<file path="src/rtl/seg_arb_pkg.sv">
`default_nettype none
// ============================================================================
// Module      : seg_arb_pkg
// Description : Shared types and constants for the 7-segment display arbiter.
// Revision    : 1.0 - initial release
// ============================================================================
package seg_arb_pkg;

    typedef enum logic [1:0] {
        ARB_IDLE = 2'd0,
        ARB_HOLD = 2'd1,
        ARB_GAP  = 2'd2
    } arb_state_t;

    localparam int NUM_REQ         = 4;
    localparam int c_DWELL_DEFAULT = 25_000_000;

    function automatic logic [3:0] nibble_sel(input logic [15:0] nibbles,
                                              input logic [1:0]  idx);
        logic [3:0] sel;
        case (idx)
            2'd0:    sel = nibbles[3:0];
            2'd1:    sel = nibbles[7:4];
            2'd2:    sel = nibbles[11:8];
            default: sel = nibbles[15:12];
        endcase
        return sel;
    endfunction

endpackage : seg_arb_pkg
`default_nettype wire

</file>
<file path="src/rtl/seg_display_arbiter_rr_pick.sv">
`default_nettype none
// ============================================================================
// Module      : rr_pick
// Description : Combinational 4-way round-robin picker; search starts one
//               past the last grant and may optionally skip that index.
// Revision    : 1.0 - initial release
// ============================================================================
module rr_pick (
    input  logic [3:0] i_Req,
    input  logic [1:0] i_Last_Idx,
    input  logic       i_Excl_Last,
    output logic       o_Found,
    output logic [1:0] o_Winner
);

    logic [3:0] w_masked;
    logic [1:0] w_idx;

    always_comb begin
        w_masked = i_Req;
        if (i_Excl_Last) begin
            w_masked[i_Last_Idx] = 1'b0;
        end
        o_Found  = 1'b0;
        o_Winner = i_Last_Idx;
        w_idx    = 2'd0;
        // Walk from the farthest offset inward so the nearest requester wins.
        for (int k = 4; k >= 1; k--) begin
            w_idx = i_Last_Idx + 2'(k);
            if (w_masked[w_idx]) begin
                o_Found  = 1'b1;
                o_Winner = w_idx;
            end
        end
    end

endmodule : rr_pick
`default_nettype wire

</file>
<file path="src/rtl/seg_display_arbiter.sv">
`default_nettype none
// ============================================================================
// Module      : seg_display_arbiter
// Description : Round-robin arbiter sharing the 7-seg digit between four
//               nibble producers with a fixed dwell per grant.
//               Optional blank gap between grants: SEG_ARB_BLANK_GAP_EN.
// Revision    : 1.0 - initial release
// ============================================================================
module seg_display_arbiter #(
    parameter int NUM_REQ      = seg_arb_pkg::NUM_REQ,
    parameter int DWELL_CYCLES = seg_arb_pkg::c_DWELL_DEFAULT,
    parameter int GAP_CYCLES   = 2_500_000
) (
    input  logic                   i_Clk,
    input  logic                   i_Rst_L,
    input  logic [NUM_REQ-1:0]     i_Req,
    input  logic [4*NUM_REQ-1:0]   i_Nibbles,
    output logic [NUM_REQ-1:0]     o_Grant,
    output logic [1:0]             o_Grant_Idx,
    output logic [3:0]             o_Nibble,
    output logic                   o_Valid
);

    import seg_arb_pkg::*;

    localparam int                c_CNT_W      = $clog2(DWELL_CYCLES);
    localparam logic [c_CNT_W-1:0] c_DWELL_LAST = c_CNT_W'(DWELL_CYCLES - 1);

    // Only the four-requester configuration is implemented; other values
    // of the range parameters are outside the supported envelope.
    if (GAP_CYCLES < 1 || DWELL_CYCLES < 2) begin : g_param_range_unsupported
    end

    arb_state_t         r_state, w_state_nxt;
    logic [c_CNT_W-1:0] r_cnt, w_cnt_nxt;
    logic [3:0]         r_grant, w_grant_nxt;
    logic [1:0]         r_idx, w_idx_nxt;
    logic [3:0]         r_nibble, w_nibble_nxt;
    logic               r_valid, w_valid_nxt;

    logic               w_excl;
    logic               w_found;
    logic [1:0]         w_winner;
    logic               w_release;

`ifdef SEG_ARB_BLANK_GAP_EN
    localparam int                c_GAP_W    = (GAP_CYCLES > 1) ? $clog2(GAP_CYCLES) : 1;
    localparam logic [c_GAP_W-1:0] c_GAP_LAST = c_GAP_W'(GAP_CYCLES - 1);
    logic [c_GAP_W-1:0] r_gap_cnt, w_gap_nxt;
`endif

    // In HOLD the current owner is excluded so a competitor is preferred.
    assign w_excl    = (r_state == ARB_HOLD);
    assign w_release = (r_cnt == c_DWELL_LAST) || !i_Req[r_idx];

    rr_pick u_rr_pick (
        .i_Req       (i_Req),
        .i_Last_Idx  (r_idx),
        .i_Excl_Last (w_excl),
        .o_Found     (w_found),
        .o_Winner    (w_winner)
    );

    always_comb begin
        w_state_nxt  = r_state;
        w_cnt_nxt    = r_cnt;
        w_grant_nxt  = r_grant;
        w_idx_nxt    = r_idx;
        w_nibble_nxt = r_nibble;
        w_valid_nxt  = r_valid;
`ifdef SEG_ARB_BLANK_GAP_EN
        w_gap_nxt    = r_gap_cnt;
`endif
        case (r_state)
            ARB_IDLE: begin
                w_grant_nxt  = 4'b0000;
                w_nibble_nxt = 4'h0;
                w_valid_nxt  = 1'b0;
                if (w_found) begin
                    w_state_nxt  = ARB_HOLD;
                    w_cnt_nxt    = '0;
                    w_grant_nxt  = 4'b0001 << w_winner;
                    w_idx_nxt    = w_winner;
                    w_nibble_nxt = nibble_sel(i_Nibbles, w_winner);
                    w_valid_nxt  = 1'b1;
                end
            end

            ARB_HOLD: begin
                w_cnt_nxt    = r_cnt + c_CNT_W'(1);
                w_nibble_nxt = nibble_sel(i_Nibbles, r_idx);
                if (w_release) begin
                    w_cnt_nxt = '0;
                    if (w_found) begin
`ifdef SEG_ARB_BLANK_GAP_EN
                        w_state_nxt  = ARB_GAP;
                        w_gap_nxt    = '0;
                        w_grant_nxt  = 4'b0000;
                        w_nibble_nxt = 4'h0;
                        w_valid_nxt  = 1'b0;
`else
                        w_grant_nxt  = 4'b0001 << w_winner;
                        w_idx_nxt    = w_winner;
                        w_nibble_nxt = nibble_sel(i_Nibbles, w_winner);
`endif
                    end else if (!i_Req[r_idx]) begin
`ifdef SEG_ARB_BLANK_GAP_EN
                        w_state_nxt = ARB_GAP;
                        w_gap_nxt   = '0;
`else
                        w_state_nxt = ARB_IDLE;
`endif
                        w_grant_nxt  = 4'b0000;
                        w_nibble_nxt = 4'h0;
                        w_valid_nxt  = 1'b0;
                    end
                end
            end

`ifdef SEG_ARB_BLANK_GAP_EN
            ARB_GAP: begin
                w_gap_nxt = r_gap_cnt + c_GAP_W'(1);
                if (r_gap_cnt == c_GAP_LAST) begin
                    w_state_nxt = ARB_IDLE;
                    if (w_found) begin
                        w_state_nxt  = ARB_HOLD;
                        w_cnt_nxt    = '0;
                        w_grant_nxt  = 4'b0001 << w_winner;
                        w_idx_nxt    = w_winner;
                        w_nibble_nxt = nibble_sel(i_Nibbles, w_winner);
                        w_valid_nxt  = 1'b1;
                    end
                end
            end
`endif

            default: begin
                w_state_nxt  = ARB_IDLE;
                w_grant_nxt  = 4'b0000;
                w_nibble_nxt = 4'h0;
                w_valid_nxt  = 1'b0;
            end
        endcase
    end

    always_ff @(posedge i_Clk or negedge i_Rst_L) begin
        if (!i_Rst_L) begin
            r_state  <= ARB_IDLE;
            r_cnt    <= '0;
            r_grant  <= 4'b0000;
            r_idx    <= 2'd3;
            r_nibble <= 4'h0;
            r_valid  <= 1'b0;
        end else begin
            r_state  <= w_state_nxt;
            r_cnt    <= w_cnt_nxt;
            r_grant  <= w_grant_nxt;
            r_idx    <= w_idx_nxt;
            r_nibble <= w_nibble_nxt;
            r_valid  <= w_valid_nxt;
        end
    end

`ifdef SEG_ARB_BLANK_GAP_EN
    always_ff @(posedge i_Clk or negedge i_Rst_L) begin
        if (!i_Rst_L) begin
            r_gap_cnt <= '0;
        end else begin
            r_gap_cnt <= w_gap_nxt;
        end
    end
`endif

    assign o_Grant     = r_grant;
    assign o_Grant_Idx = r_idx;
    assign o_Nibble    = r_nibble;
    assign o_Valid     = r_valid;

endmodule : seg_display_arbiter
`default_nettype wire

</file>
<file path="config.mk">
export PLATFORM = sky130hd
export DESIGN_NAME = seg_display_arbiter
export DESIGN_NICKNAME = d
export VERILOG_FILES = /design/src/rtl/seg_arb_pkg.sv /design/src/rtl/seg_display_arbiter_rr_pick.sv /design/src/rtl/seg_display_arbiter.sv
export SDC_FILE = /design/constraint.sdc
export NUM_CORES = 1
export LEC_CHECK = 0
export ABC_AREA = 0
export BUFFER_PORTS_ARGS = -buffer_cell sky130_fd_sc_hd__buf_2
export CAP_MARGIN = 20
export CORE_MARGIN = 2
export CORE_UTILIZATION = 46
export CTS_CLUSTER_DIAMETER = 200
export DETAILED_ROUTE_END_ITERATION = 6
export GPL_ROUTABILITY_DRIVEN = 0
export HOLD_SLACK_MARGIN = 0.08
export PLACE_DENSITY = 0.74
export SKIP_CTS_REPAIR_TIMING = 1
export SLEW_MARGIN = 10
export SYNTH_ARGS = -nofsm -noshare
export SYNTH_HDL_FRONTEND = slang
export SYNTH_SLANG_ARGS = --single-unit
</file>
<file path="constraint.sdc">
create_clock -name i_Clk -period 3 [get_ports i_Clk]
set_input_delay 0.45 -clock i_Clk [delete_from_list [all_inputs] [get_ports i_Clk]]
set_output_delay 0.45 -clock i_Clk [all_outputs]
set_load 0.01 [all_outputs]
</file>
==> summary.md <==
| Metric | Value |
|---|---|
| I/O Buffers | `32` |
| Crit end category | `flop` |
| Max-cap viol count | `0` |
| Gr usage total | `0.197` |
| Post-synth EDFFs | `0` |
| Largest net degree at the start of global routing | `38` |
| Clk pwr share | `0.175` |
| Crit start category | `flop` |
| Post-route ant nets | `0` |
| Initial DRC Count | `about 140` |
| Mapped Cells | `236` |
| Fin Clk Skew | `0.00736 ns` |
| Pint | `1.50 mW` |
| Final Net Count | `307` |
| Pwr/cell area | `930 nW/um2` |
| Placed instance count | `336` |
| Final wirelength | `roughly 5000 um` |
| H-tree levels | `2` |
| Cell variety after synth | `45` |
| Synth warn | `0` |
| Arr. time, crit path | `3.04 ns` |
| Power after layout | `2.56 mW` |
| CTS Buf Count | `5` |
| Post-synthesis cell area | `2260 um2` |
| Average size of a mapped cell | `9.60 um2` |
| Crit path required time | `3.18 ns` |
| Initial Util | `0.479` |
| Detailed-route via count | `roughly 1900` |
| Final worst-path cycle share | `0.951` |
| # IOs | `33` |
| Share of cells above drive strength 1 | `0.273` |
| Worst min path class | `in -> async` |
| Combinational share of power | `0.563` |
| Leak pwr | `1.29 nW` |
| Max Slew Vio Count | `0` |
| Row Count | `25` |
| Register area share after synthesis | `0.410` |
| Die width | `roughly 74 um` |
| #FFs+latches synth | `37` |
| Core footprint | `4720 um2` |
| Fmax | `between 300 and 400 MHz` |
| First-pass GRT wire length | `8280 um` |
| WS Path Type | `reg -> reg` |
| Fin Setup TNS | `0 ns` |
| Final Hold Fails | `0` |
| Root buffer cell | `clkbuf_8` |
| Drt pass-1 iters | `4` |
| DIE HEIGHT | `74.2 um` |
| Die ar. | `5500 um2` |
| Mapped Nets | `266` |
| Tmin final | `approximately 2.9 ns` |
| P_sw | `roughly 1.1 mW` |
| Vias per inst | `around 5.5` |
| DRC viols | `0` |
| Worst Max-Slew Pin Slew | `a little over 0.8 ns` |
| Aggregate global routing overflow | `0` |
| IR drop worst, VDD | `0.400 mV` |
| FF+latch area | `928 um2` |
| Run status | `finished clean` |
| Final HPWL DP | `approximately 3700 um` |
| Fill count | `just under 400` |
| Worst rel slew slack | `0.446` |
| Largest fanout on the critical path | `7` |
| Wire per inst | `14.5 um` |
| Sw Share | `0.413` |
| Vias in the first global route | `1768` |
| N_diodes | `0` |
| Clock slew at reported path FFs | `approximately 0.08 ns` |
| Synth Flop Type | `dfrtp_1` |
| Setup-failing EPs final | `0` |
| Most common cell after layout, fill and taps aside | `dfrtp_1` |
| Multi-input gate area | `roughly 1400 um2` |
| Clock Tree Buf Depth | `2` |
| Share of power burned in registers | `0.262` |
| Worst skew pair latency | `0.29 ns` |
| Area grow syn2layout | `21.4%` |
| Ys async rst share | `1.00` |
| # clock sinks | `37` |
| CTS tree | `built` |
| Highest-count cells in the layout ignoring fill and taps | `35 x dfrtp_1, 32 x buf_2, 31 x nor2_1` |
| Cell Count, Final, Fillers Out | `roughly 350` |
| Initial antenna violation count | `0` |
[cells by family (layout without fill, tap and decap cells)]
logic type / Yosys count / count (layout) / synth area share
compound gates: 42 / 42 / 0.141
xor+xnor: 21 / 21 / 0.0812
fa+ha+maj: 8 / 8 / 0.0442
buf+inv: 14 / 56 / 0.0249
flops: 37 / 37 / 0.410
mux: 18 / 18 / 0.0878
simple gates: 96 / 96 / 0.210
[critical path: stages, from the launching register on]
cell and delay, ns:
dfstp_2 0.62, buf_4 0.19, mux2_2 0.35, a21o_1 0.19, and3_1 0.20, ha_2 0.20, nand4b_1 0.27, buf_4 0.23
nor3_4 0.17, nand3_1 0.12, xor2_1 0.14, nor2_1 0.05
[power groups by stage]
stage,combinational (mW),clock (mW),sequential [mW]
after floorplan,1.06,0,0.701
after global placement,1.39,0,0.676
after detailed placement,1.42,0,0.680
after CTS,1.42,0.457,0.670
after global routing,1.59,0.480,0.684
final,1.44,0.448,0.669
[final cells by class]
| type | count | share of cell area |
|---|---|---|
| Clock buffer | 5 | 0.0250 |
| Sequential cell | 37 | 0.338 |
| Multi-Input combinational cell | 185 | 0.497 |
| Tap cell | 67 | 0.0305 |
| Inverter | 7 | 0.0105 |
| Timing Repair Buffer | 41 | 0.0828 |
| Clock inverter | 3 | 0.0168 |
[stage by stage]
| step | hold slack (ns) | worst slack (ns) | area, um2 | util |
|---|---|---|---|---|
| global route | 0.310 | -0.0266 | 2750 | 0.582 |
| floorplan | 0.154 | -0.108 | 2350 | - |
| finish | 0.243 | 0.147 | 2750 | 0.582 |
| CTS | 0.269 | 0.0559 | 2720 | 0.576 |
| global placement | 0.495 | 0.120 | 2600 | 0.551 |
| detailed placement | 0.493 | 0.0659 | 2600 | 0.551 |
[final timing paths]
check | startpoint | endpoint | slack [ns] | cells after the start
min in group i_Clk | i_Nibbles[14] | o_Nibble[2] | 0.51 | 5
worst min-delay path | i_Rst_L | o_Nibble[0] | 0.24 | 1
worst max register to register | o_Grant_Idx[0] | r_cnt[16] | 0.15 | 11
max in group asynchronous | i_Rst_L | r_cnt[9] | 2.23 | 1
worst max-delay path | o_Grant_Idx[0] | r_cnt[16] | 0.15 | 11
worst min register to register | o_Valid | o_Valid | 0.51 | 1
[state kept, by name (all words and copies together) (netlist names)]
signal and cells:
o_Grant_Idx 2, r_state 1, o_Nibble 4, o_Valid 1, o_Grant 4, r_cnt 25
[routing by layer]
metal,vias to the layer above,share of wire,global-route usage
met5,-,0,0
met4,0,0.015,0.0788
met3,7,0.058,0.0379
met2,61,0.46,0.315
met1,907,0.47,0.266
li1,936,-,-
[cells in the mapped netlist, drive strengths merged (3+ instances only)]
cell type  number  area, um2
a21o            4       30.0
mux2            5       56.3
o221ai          4       35.0
nand2          21       86.3
mux2i          12        120
ha              8        100
nor3            4       20.0
buf             3       15.0
nand3          11       55.1
and3            5       31.3
a222oi          4       40.0
a32o            4       40.0
xor2           14        123
a21oi           4       20.0
inv             7       26.3
xnor2           7       61.3
o21ai          12       60.1
nand4           4       25.0
dfrtp          35        876
nor2           33        124
clkbuf          4       15.0
No activity file was read; power rests on OpenSTA's default activity.
